--- src/rtl/pong_pkg.sv ---
// Shared definitions for the pong game controller.
//   stateT      : FSM state encoding (IDLE=0, SERVE=1, PLAY=2, LOST=3, OVER=4)
//   BCD_W       : bits per BCD digit
//   NUM_DIGITS  : number of BCD digits in the score
//   SCORE_MAX   : saturation value of the score (9999 in BCD)
//   bcdGreater  : digit-wise BCD magnitude compare
package pong_pkg;

  typedef enum logic [2:0] {
    IDLE  = 3'd0,
    SERVE = 3'd1,
    PLAY  = 3'd2,
    LOST  = 3'd3,
    OVER  = 3'd4
  } stateT;

  localparam int          BCD_W      = 4;
  localparam int          NUM_DIGITS = 4;
  localparam logic [15:0] SCORE_MAX  = 16'h9999;

  // Most significant differing digit decides the result.
  function automatic logic bcdGreater(input logic [15:0] a, input logic [15:0] b);
    logic result;
    logic decided;
    result  = 1'b0;
    decided = 1'b0;
    for (int d = NUM_DIGITS - 1; d >= 0; d--) begin
      if (!decided && (a[d*BCD_W +: BCD_W] != b[d*BCD_W +: BCD_W])) begin
        result  = (a[d*BCD_W +: BCD_W] > b[d*BCD_W +: BCD_W]);
        decided = 1'b1;
      end
    end
    return result;
  endfunction

endpackage

--- src/rtl/bcd_inc4.sv ---
// Combinational saturating 4-digit BCD incrementer.
//   valueIn  : current BCD value (four digits)
//   valueOut : valueIn + 1 with per-digit carry, held at 9999
module bcd_inc4
  import pong_pkg::*;
(
  input  logic [15:0] valueIn,
  output logic [15:0] valueOut
);

  // carry[gi] is the carry into digit gi; the +1 enters at digit 0.
  logic [NUM_DIGITS-1:0] carry;
  logic [15:0]           sum;

  assign carry[0] = 1'b1;

  genvar gi;
  generate
    for (gi = 0; gi < NUM_DIGITS; gi++) begin : g_digit
      logic [BCD_W-1:0] digit;
      assign digit = valueIn[gi*BCD_W +: BCD_W];
      assign sum[gi*BCD_W +: BCD_W] = carry[gi]
                                      ? ((digit == 4'd9) ? 4'd0 : digit + 4'd1)
                                      : digit;
      if (gi < NUM_DIGITS - 1) begin : g_carry
        assign carry[gi+1] = carry[gi] & (digit == 4'd9);
      end
    end
  endgenerate

  assign valueOut = (valueIn == SCORE_MAX) ? valueIn : sum;

endmodule

--- src/rtl/pong_game_ctrl.sv ---
// Pong game controller: serve/play/lose FSM, paddle position, BCD score,
// lives, ball speed and optional high score.
// Optional feature: define PONG_HISCORE_EN to keep a BCD high score that is
// updated on entry to OVER; otherwise hiscore is constant zero.
// Ports:
//   clk, rst_n              : clock, asynchronous active-low reset
//   frame_tick              : one-cycle pulse per video frame
//   btn_serve/up/down       : raw buttons (synchronized here)
//   hit, miss               : ball/paddle events, honoured only in PLAY
//   state                   : FSM state code
//   ball_en, ball_reset     : ball engine controls
//   paddle_y                : paddle top row
//   speed, lives            : ball speed 1..7, remaining lives
//   score, hiscore          : four-digit BCD values
//   game_over               : high in OVER
module pong_game_ctrl
  import pong_pkg::*;
#(
  parameter int PADDLE_STEP  = 4,
  parameter int PADDLE_MIN   = 35,
  parameter int PADDLE_MAX   = 435,
  parameter int LIVES_INIT   = 3,
  parameter int PAUSE_FRAMES = 60,
  parameter int SPEEDUP_HITS = 5
) (
  input  logic        clk,
  input  logic        rst_n,
  input  logic        frame_tick,
  input  logic        btn_serve,
  input  logic        btn_up,
  input  logic        btn_down,
  input  logic        hit,
  input  logic        miss,
  output logic [2:0]  state,
  output logic        ball_en,
  output logic        ball_reset,
  output logic [9:0]  paddle_y,
  output logic [2:0]  speed,
  output logic [1:0]  lives,
  output logic [15:0] score,
  output logic [15:0] hiscore,
  output logic        game_over
);

  localparam int PAUSE_W = $clog2(PAUSE_FRAMES + 1);
  localparam int HIT_W   = $clog2(SPEEDUP_HITS + 1);

  localparam logic [9:0]         PADDLE_INIT = 10'((PADDLE_MIN + PADDLE_MAX) / 2);
  localparam logic [9:0]         MIN10       = 10'(PADDLE_MIN);
  localparam logic [9:0]         MAX10       = 10'(PADDLE_MAX);
  localparam logic [9:0]         STEP10      = 10'(PADDLE_STEP);
  // 11-bit limits so the clamp tests can never wrap.
  localparam logic [10:0]        UP_LIMIT    = 11'(PADDLE_MIN + PADDLE_STEP);
  localparam logic [10:0]        STEP11      = 11'(PADDLE_STEP);
  localparam logic [10:0]        MAX11       = 11'(PADDLE_MAX);
  localparam logic [PAUSE_W-1:0] PAUSE_LAST  = PAUSE_W'(PAUSE_FRAMES - 1);
  localparam logic [HIT_W-1:0]   HIT_LAST    = HIT_W'(SPEEDUP_HITS - 1);
  localparam logic [1:0]         LIVES_START = 2'(LIVES_INIT);

  // Button synchronizers: bit 0 serve, bit 1 up, bit 2 down.
  logic [2:0] syncMetaReg, syncOutReg;
  logic       serveDlyReg;
  logic       serveEdge, upSync, downSync;

  stateT                stateReg, stateNext;
  logic [1:0]           livesReg, livesNext;
  logic [15:0]          scoreReg, scoreNext, scoreInc;
  logic [2:0]           speedReg, speedNext;
  logic [HIT_W-1:0]     hitCntReg, hitCntNext;
  logic [PAUSE_W-1:0]   pauseReg, pauseNext;
  logic [9:0]           paddleReg, paddleNext;

  assign serveEdge = syncOutReg[0] & ~serveDlyReg;
  assign upSync    = syncOutReg[1];
  assign downSync  = syncOutReg[2];

  bcd_inc4 u_scoreInc (
    .valueIn  (scoreReg),
    .valueOut (scoreInc)
  );

  always_ff @(posedge clk or negedge rst_n) begin
    if (!rst_n) begin
      syncMetaReg <= '0;
      syncOutReg  <= '0;
      serveDlyReg <= 1'b0;
      stateReg    <= IDLE;
      livesReg    <= LIVES_START;
      scoreReg    <= '0;
      speedReg    <= 3'd1;
      hitCntReg   <= '0;
      pauseReg    <= '0;
      paddleReg   <= PADDLE_INIT;
    end else begin
      syncMetaReg <= {btn_down, btn_up, btn_serve};
      syncOutReg  <= syncMetaReg;
      serveDlyReg <= syncOutReg[0];
      stateReg    <= stateNext;
      livesReg    <= livesNext;
      scoreReg    <= scoreNext;
      speedReg    <= speedNext;
      hitCntReg   <= hitCntNext;
      pauseReg    <= pauseNext;
      paddleReg   <= paddleNext;
    end
  end

  always_comb begin
    stateNext  = stateReg;
    livesNext  = livesReg;
    scoreNext  = scoreReg;
    speedNext  = speedReg;
    hitCntNext = hitCntReg;
    pauseNext  = pauseReg;
    paddleNext = paddleReg;

    // Paddle motion is independent of the FSM transition in the same cycle.
    if (frame_tick && (stateReg == SERVE || stateReg == PLAY)) begin
      if (upSync && !downSync) begin
        paddleNext = ({1'b0, paddleReg} >= UP_LIMIT) ? paddleReg - STEP10 : MIN10;
      end else if (downSync && !upSync) begin
        paddleNext = ({1'b0, paddleReg} + STEP11 > MAX11) ? MAX10 : paddleReg + STEP10;
      end
    end

    case (stateReg)
      IDLE: begin
        if (serveEdge) begin
          stateNext  = SERVE;
          scoreNext  = '0;
          livesNext  = LIVES_START;
          speedNext  = 3'd1;
          hitCntNext = '0;
        end
      end
      SERVE: begin
        if (serveEdge) stateNext = PLAY;
      end
      PLAY: begin
        // A miss overrides a coincident hit.
        if (miss) begin
          stateNext = LOST;
          pauseNext = '0;
          if (livesReg != 2'd0) livesNext = livesReg - 2'd1;
        end else if (hit) begin
          scoreNext = scoreInc;
          if (hitCntReg == HIT_LAST) begin
            hitCntNext = '0;
            if (speedReg != 3'd7) speedNext = speedReg + 3'd1;
          end else begin
            hitCntNext = hitCntReg + 1'b1;
          end
        end
      end
      LOST: begin
        if (frame_tick) begin
          if (pauseReg == PAUSE_LAST) begin
            pauseNext = '0;
            stateNext = (livesReg != 2'd0) ? SERVE : OVER;
          end else begin
            pauseNext = pauseReg + 1'b1;
          end
        end
      end
      OVER: begin
        if (serveEdge) stateNext = IDLE;
      end
      default: stateNext = IDLE;
    endcase
  end

`ifdef PONG_HISCORE_EN
  logic [15:0] hiscoreReg, hiscoreNext;

  always_ff @(posedge clk or negedge rst_n) begin
    if (!rst_n) hiscoreReg <= '0;
    else        hiscoreReg <= hiscoreNext;
  end

  always_comb begin
    hiscoreNext = hiscoreReg;
    if (stateReg != OVER && stateNext == OVER && bcdGreater(scoreReg, hiscoreReg))
      hiscoreNext = scoreReg;
  end

  assign hiscore = hiscoreReg;
`else
  assign hiscore = 16'h0000;
`endif

  assign state      = stateReg;
  assign ball_en    = frame_tick & (stateReg == PLAY);
  assign ball_reset = (stateReg != PLAY);
  assign paddle_y   = paddleReg;
  assign speed      = speedReg;
  assign lives      = livesReg;
  assign score      = scoreReg;
  assign game_over  = (stateReg == OVER);

endmodule

--- config.mk ---
export PLATFORM = sky130hd
export DESIGN_NAME = pong_game_ctrl
export DESIGN_NICKNAME = d
export VERILOG_FILES = /design/src/rtl/pong_pkg.sv /design/src/rtl/bcd_inc4.sv /design/src/rtl/pong_game_ctrl.sv
export SDC_FILE = /design/constraint.sdc
export NUM_CORES = 1
export LEC_CHECK = 0
export CORE_MARGIN = 5
export CORE_UTILIZATION = 52
export DETAILED_ROUTE_END_ITERATION = 7
export PLACE_DENSITY = 0.8
export REMOVE_ABC_BUFFERS = 1
export SLEW_MARGIN = 20
export SYNTH_ARGS = -nofsm -noshare
export SYNTH_HDL_FRONTEND = slang
export SYNTH_SLANG_ARGS = --single-unit
--- constraint.sdc ---
create_clock -name clk -period 3.1 [get_ports clk]
set_input_delay 0.62 -clock clk [delete_from_list [all_inputs] [get_ports clk]]
set_output_delay 0.62 -clock clk [all_outputs]
set_load 0.01 [all_outputs]
* Yosys cells after proc, flatten, opt, wreduce, memory -nomap -nowiden *
Cells that the tools add are included.

word-level totals
  bits in registers = 50
  bits in latches = 0
  RAM bits = 0
  memory bits (read-only) = 0
  bits of input ports = 8
  output and inout port bits = 53
  logic and storage cells = 121
  memories = 0

cells by class
  add/subtract/negate cells = 11
  multipliers = 0
  div/mod/pow operators = 0
  $lt $le $gt $ge = 2
  equality and inequality tests = 28
  shift operators = 0
  muxes and demuxes = 41
  bitwise gates (word level) = 5
  reduce and logical (&&, ||, !) cells = 21

operator list
  operator                                                                              count
  16-bit 2-to-1 mux                                                                     4
  3-bit 2-to-1 mux                                                                      14
  10-bit 2-to-1 mux                                                                     4
  16-bit one-hot mux with 2 select lines                                                1
  6-bit AND reduction                                                                   5
  4-bit 2-to-1 mux                                                                      7
  2-bit inequality test, second input constant                                          11
  6-bit 2-to-1 mux                                                                      3
  4-bit by 1-bit adder with 4-bit output, second input constant                         4
  16-bit equality test, second input constant                                           1
  4-bit equality test, second input constant                                            4
  3-bit one-hot mux with 5 select lines                                                 1
  3-bit one-hot mux with 2 select lines                                                 2
  6-bit one-hot mux with 2 select lines                                                 1
  10-bit by 3-bit adder with 11-bit output, second input constant                       1
  11-bit by 9-bit > comparator with 1-bit output, second input constant                 1
  10-bit by 3-bit adder with 10-bit output, second input constant                       1
  10-bit by 6-bit greater-or-equal comparator with 1-bit output, second input constant  1
  10-bit by 3-bit subtractor with 10-bit output, second input constant                  1
  2-bit by 1-bit inequality test with 1-bit output, second input constant               4
  4-bit AND reduction                                                                   2
  2-bit nonzero test                                                                    4
  3-bit by 1-bit adder with 3-bit output, second input constant                         2
  6-bit by 1-bit adder with 6-bit output, second input constant                         1
  18 further kinds                                                                      28

* Depth between registers and ports, before layout *
Gate-level depths: netlist of run 1.

  depth after elaboration = 8
  mapped depth = 9
  depth with buffers taken out = 8

* Modules after synthesis *
A second synthesis of run 1 with hierarchy kept.

second synthesis, totals
  cells, all modules = 329
  area total of the unflattened synthesis = 3169.3 µm²

by module, submodules not included
  module          instances  cells an instance  area an instance (µm²)  seq. area each (µm²)
  pong_game_ctrl  1          268                2772.7                  1236.2
  bcd_inc4        1          61                 396.6                   0.0

* Worst setup path before layout of run 1 *
OpenSTA, ideal clock, no wires.

  path type = register to register
  from = register paddleReg[3] (netlist: paddle_y[3])
  to = register paddleReg[6] (netlist: paddle_y[6])
  arrival = 2.280 ns
  required time = 3.040 ns
  path slack = 0.760 ns
  cell stages (with the launch flop) = 9
  buffers on the path = 0
  cells stage by stage = dfstp_2 inv_1 ha_1 or3b_1 a21oi_1 o31ai_1 a31o_2 a21oi_1 a31o_2

on the way
  longest elaborated chain between the ends = 5
  elaborated cells on any way between the ends = 9

ends and longest elaborated chain
  element                                         RTL line               source
  start: declaration                              pong_game_ctrl.sv:71   logic [9:0] paddleReg, paddleNext;
  start signal: assignment                        pong_game_ctrl.sv:104  paddleReg <= paddleNext;
  10-bit by 3-bit adder with 11-bit output        pong_game_ctrl.sv:122  paddleNext = ({1'b0, paddleReg} + STEP11 > MAX11) ? MAX10 : paddleReg + STEP10;
  11-bit by 9-bit > comparator with 1-bit output  pong_game_ctrl.sv:122
  10-bit 2-to-1 mux                               pong_game_ctrl.sv:122
  10-bit 2-to-1 mux                               pong_game_ctrl.sv:121  end else if (downSync && !upSync) begin
  10-bit 2-to-1 mux *                             pong_game_ctrl.sv:119  if (upSync && !downSync) begin

Every way passes the cells marked *; elsewhere a longest branch is shown, timed or not. The select of a mux whose other input is x is not followed.
A chain may end at the register's enable or synchronous reset.

* Worst setup path in the final report of run 1 *
Same ends and word-level chain as after synthesis.

==> impl_metrics.toml, run 1 <==
[synthesis]
synth_top_family_by_area = "simple AND/OR/NAND/NOR gates"
synth_area_leaders = "dfrtp_1, ha_1, dfstp_2"
syn_avg_cell_area_um2 = 8.80
synth_edf_count = 0
synth_top_area_cell = "dfrtp_1"
synth_xor_area_share_pct = 3.65
synth_compound_area_share_pct = 19.4
synth_top_flop_cell = "dfrtp_1"
synthArstFlopShare_pct = 100
yosys.area_share.simple_pct = 20.6
ys_types = 61
syn-cell-area_um2 = 3120
synthMuxAreaShare_pct = 0.361
yosys_warnings = 0
ys_seq_area_share_pct = 39.7
syn_inst = 354
synth_fa_ha_area_share_pct = 7.63
synth_seq_cells = 49
synth_top_area_share_pct = 32.9

[global_routing]
grt_usage_pct = 18.2
grt_overflow = 0
grt_pass1_wl_um = 11300
grt_pass1_vias = 2479
antenna_found_initial = 0
grt_start_max_net_pins = 50

[placed_design]
gp_congestion = 0.946
portBuffers = 44
place_ws_ps = 541
place_area_um2 = 3530
dp_hpwl_um = 4890

[cells_and_area]
drive_above_1_share_pct = 7.65
antenna_cells = 0
area_delta_synth_final_pct = 16.2
fin_util_pct = 61.5
fin_area_um2 = 3620
nets = 418

[floorplan]
dieArea_um2 = 7640
die_x_um = 87.4
core_um2 = 5890
floorplan.rows = 28
initial_core_util_pct = 52.9
dieHeight_um = 87.4
io_pins = 61

[route]
totalWireLength_um = 6730
drc_errors = 0
first_iter_violations = 162
viasPerCell = 5.81
drtAntennaViolNets = 0
firstDrtPassIters = 4
via_count = 2713
wl_per_cell_um = 14.4

[worst_hold_path]
hp-class = "input port to asynchronous set/reset pin"

[timing]
drv_slew = 0
final_hold_viol_count = 0
tns_ps = 0
setup-violations-final = 0
maxSlewHeadroom_pct = 59.1
post-route-min-period_ps = 2580
fmax_mhz = 388
worst_slew_pin_slew_ps = 613
period_share_pct = 83.2
clock_skew_ps = 10.1
setup_ws_ps = 520
rsz0062_at_grt = "false"

[pwr]
power_switching_share_pct = 42.8
netSwitchingPower_mw = 1.24
p_int_mw = 1.66
power.share.combinational_pct = 48.2
power.share.sequential_pct = 38.3
cellPowerDensity_nw_per_um2 = 803
p_leak_nw = 1.57
finalPower_mw = 2.91
clockPowerShare_pct = 13.4
max-vdd-ir-drop_mv = 0.463

[clocking]
cts-resized-gates = 0
clkTransAtPathRegs_ps = 90
cts_made_buffers = 5
cts_hold_buffers = 0
cts_setup_buffers = 0
root_buffer = "clkbuf_8"
h-tree-depth = 2
clk_path_buf_depth = 2
cts.sink_count = 49
cts_tree = "done"
clkLatencyLatePin_ps = 300

[outcome]
run_status = "completed"

[critical_path]
startpoint_type = "flip-flop"
crit_path_end_kind = "flip-flop"
critPathRequiredTime_ps = 3350
path_max_fanout = 11
worstPathArrival_ps = 2830
crit_type = "flip-flop to flip-flop"

[run]
maxCapViolCount = 0
## flip-flops by register name (all words and copies together), names as in the netlist
register     cells
pauseReg         6
score           16
lives            2
speed            3
hitCntReg        3
paddle_y         9
serveDlyReg      1
state            3
syncOutReg       3
syncMetaReg      3
## layer usage
metal	GRT usage, %	vias up	wire length [um]	share of wire [%]
met5	0	-	0	0
met4	7.81	0	151	2.2
li1	-	1292	-	-
met2	29.3	95	3220	48
met3	3.69	16	371	5.5
met1	23.7	1310	2980	44
## power by group through the flow
stage | Sequential, mW | Combinational [mW] | Clock (mW)
floorplan | 1.11 | 0.819 | 0
global placement | 1.11 | 1.37 | 0
detailed placement | 1.12 | 1.40 | 0
CTS | 1.11 | 1.41 | 0.403
global route | 1.15 | 1.57 | 0.423
finish | 1.11 | 1.40 | 0.390
## cell type report
class,instances,area [um^2]
Sequential cell,49,1240
Tap cell,75,93.8
Inverter,21,78.8
Fill cell,526,2270
Clock buffer,8,90.1
Timing Repair Buffer,46,453
Multi-Input combinational cell,268,1670
## cell usage in the layout (no fill, tap or decap), types with 2 or more instances in the layout
master | synthesis | layout
clkdlybuf4s50_1 | 0 | 43
dfrtp_1 | 41 | 41
nand2_1 | 37 | 37
o21ai_0 | 26 | 26
a21oi_1 | 23 | 23
nor2_1 | 21 | 21
nand3_1 | 21 | 21
inv_1 | 20 | 20
ha_1 | 19 | 19
conb_1 | 1 | 16
nor3_1 | 9 | 9
xor2_1 | 8 | 8
dfstp_2 | 8 | 8
o31ai_1 | 7 | 7
clkbuf_8 | 0 | 6
and3_1 | 5 | 5
and2_1 | 5 | 5
xnor2_1 | 5 | 5
nor4_1 | 4 | 4
a21o_1 | 4 | 4
nand2b_1 | 4 | 4
o31a_1 | 3 | 3
a31oi_1 | 3 | 3
a211oi_1 | 3 | 3
o22ai_1 | 3 | 3
buf_4 | 17 | 3
and3b_1 | 2 | 2
nand3b_1 | 2 | 2
or2_2 | 2 | 2
or3_1 | 2 | 2
nand4_1 | 2 | 2
a22oi_1 | 2 | 2
or3b_1 | 2 | 2
a31o_2 | 2 | 2
clkbuf_1 | 7 | 2
## worst paths after layout
path | from | endpoint | slack (ps) | cells past startpoint
max | paddle_y[3] | paddle_y[6] | 520 | 7
min | rst_n | score[5] | 320 | 1
max reg2reg | paddle_y[3] | paddle_y[6] | 520 | 7
min reg2reg | syncMetaReg[2] | syncOutReg[2] | 360 | 0
max in group asynchronous | rst_n | pauseReg[5] | 2360 | 1
min in group clk | syncMetaReg[2] | syncOutReg[2] | 360 | 0
## through the flow
stage / hold WS, ps / instances
after detailed placement: 337 / 459
after CTS: 358 / 467
final: 322 / 467
after global placement: 334 / 459
after global routing: 366 / 467
after floorplan: 324 / 338
## kinds of logic after synthesis
logic type / after synthesis
compound gates: 93
xor+xnor: 13
fa+ha+maj: 19
buf+inv: 52
flops: 49
mux: 1
other cells: 1
simple gates: 126
## critical path, stage by stage, from the launching register on
cell	delay (ps)
dfstp_2	630
ha_1	380
and4_1	270
a22oi_1	90
a311oi_1	360
nand3_1	240
a21oi_1	360
a31o_2	210
## synthesized netlist by cell type, types with 7 or more instances
cell type and number:
clkbuf_1 7, dfstp_2 8, buf_2 7, xor2_1 8
inv_1 20, nand3_1 21, buf_4 17, o31ai_1 7
a21oi_1 23, dfrtp_1 41, nor3_1 9, nand2_1 37
nor2_1 21, ha_1 19, o21ai_0 26
(Power assumes the default switching activity.)
==> inputs of run 2 (changes only) <==
- clock period: 3.1 -> 2.4 ns (I/O delays scaled with it)
==> impl_metrics.toml, run 2 (synthesis gave the netlist of run 1 again) <==
[outcome]
run_status = "completed"

[critical_path]
crit_type = "flip-flop to flip-flop"
r2r_start = "paddle_y[3]"
crit_path_end_kind = "flip-flop"
rr_worst_depth = 9
critPathSlowestCell = "dfstp_2"
worstPathArrival_ps = 2440
crit_chain = "inv_1 -> ha_4 -> or3b_4 -> a21oi_2 -> o31ai_1 -> a31o_2 -> buf_4 -> nand3b_1 -> a32oi_1"
critPathMaxStageDelay_ps = 560
critPathTopFamily = "compound AO/OA/AOI/OAI gates"
startpoint_type = "flip-flop"
cp.depth = 9
reg2reg_to = "paddle_y[8]"
path_max_fanout = 4
critPathRequiredTime_ps = 2570
cp_num_buf_inv = 2
r2r_setup_slack_ps = 120

[cells_and_area]
nFillCells = 478
finalNonFillerCells = 484
nets = 435
layout_commonest_cell = "clkdlybuf4s50_1"
area_delta_synth_final_pct = 22.1
drive_above_1_share_pct = 13.7
final_cell_mix = "clkdlybuf4s50_1, dfrtp_1, nand2_1"
antenna_cells = 0
largest_register_ffs = 16
fin_area_um2 = 3800
multi_input_area_um2 = 1700
ff_latch_area_um2 = 1240

[clocking]
cts_setup_buffers = 0
root_buffer = "clkbuf_8"
clkTransAtPathRegs_ps = 90
cts.sink_count = 49
cts_tree = "done"
h-tree-depth = 2
cts_made_buffers = 5
clk_path_buf_depth = 2
clkLatencyLatePin_ps = 300

[pwr]
power.share.sequential_pct = 33.5
max-vdd-ir-drop_mv = 0.620
p_leak_nw = 1.67
p_int_mw = 2.37
cellPowerDensity_nw_per_um2 = 1060
power.share.combinational_pct = 51.2
netSwitchingPower_mw = 1.67
power_switching_share_pct = 41.3
clockPowerShare_pct = 15.2

[placed_design]
dp_hpwl_um = 5210
dp_cells = 476
place_area_um2 = 3650
gp_congestion = 0.900
portBuffers = 44
place_ws_ps = 38.5

[timing]
clock_skew_ps = 11.7
worst_slew_pin_slew_ps = 495
fmax_mhz = 439
setup-violations-final = 0
final_hold_viol_count = 0
whs_ps = 101
setup_ws_ps = 124
rsz0062_at_grt = "false"
maxSlewHeadroom_pct = 66.7
period_share_pct = 94.8
drv_slew = 0
tns_ps = 0
post-route-min-period_ps = 2280

[global_routing]
grt_overflow = 0
grt_pass1_vias = 2524
grt_pass1_wl_um = 11600
grt_usage_pct = 18.8
antenna_found_initial = 0
grt_start_max_net_pins = 21

[route]
via_count = 2726
viasPerCell = 5.63
drtAntennaViolNets = 0
drc_errors = 0
first_iter_violations = 127
firstDrtPassIters = 4
totalWireLength_um = 6890
wl_per_cell_um = 14.2

[worst_hold_path]
hp-class = "input port to asynchronous set/reset pin"

[floorplan]
core_um2 = 5890
io_pins = 61
dieArea_um2 = 7640
dieHeight_um = 87.4
initial_core_util_pct = 52.9
die_x_um = 87.4
floorplan.rows = 28

[run]
maxCapViolCount = 0
==> run 2: cell types whose count changed in the layout (fill, tap and decap cells not counted), sizes merged <==
cell,before,now
buf,3,20
clkbuf,8,6
bufinv,0,1
clkinvlp,0,1
==> run 2: layout make-up <==
cell class              count  area share (%)
multi-input cells         268            44.6
repair buffers             63            15.2
well taps                  75            2.47
flip-flops and latches     49            32.5
clock inverters             2           0.987
inverters                  21            2.07
clock buffers               6            2.17
==> run 2: through the flow <==
step | total power, mW | utilization (%)
2_1_floorplan | 2.49 | -
6_report | 4.04 | 64.6
3_5_place_dp | 3.38 | 62.1
3_3_place_gp | 3.30 | 62.1
5_1_grt | 4.37 | 64.6
4_1_cts | 4.01 | 64.1
==> run 2: power groups by stage <==
| stage | clock network [mW] | registers [mW] | logic, mW |
|---|---|---|---|
| after floorplan | 0 | 1.43 | 1.06 |
| after detailed placement | 0 | 1.36 | 2.02 |
| after global routing | 0.670 | 1.41 | 2.29 |
| final | 0.617 | 1.36 | 2.07 |
| after CTS | 0.633 | 1.35 | 2.03 |
| after global placement | 0 | 1.36 | 1.95 |
==> run 2: what timing repair did <==
| action | 4_1_cts | 5_1_grt |
|---|---|---|
| pin swaps | 0 | 0 |
| gates resized for setup | 1 | 6 |
| endpoints found under the hold margin | 0 | 0 |
| hold buffers | 0 | 0 |
| setup endpoints to repair | 1 | 5 |
==> run 2: layer usage <==
| layer | vias up | wire, um | GRT usage, % |
|---|---|---|---|
| met1 | 1284 | 3030 | 25.0 |
| met5 | - | 0 | 0 |
| li1 | 1325 | - | - |
| met3 | 8 | 481 | 3.22 |
| met4 | 0 | 72 | 4.88 |
| met2 | 109 | 3300 | 31.6 |
==> run 2: how the worst max path moves through the flow <==
| stage | start | endpoint | slack (ps) |
|---|---|---|---|
| detailed placement | paddle_y[3] | paddle_y[6] | 40 |
| finish | paddle_y[3] | paddle_y[8] | 120 |
| floorplan | state[1] | score[5] | 30 |
| CTS | paddle_y[3] | paddle_y[6] | 20 |
| global route | state[0] | ball_reset | 10 |
| global placement | paddle_y[3] | paddle_y[6] | 100 |
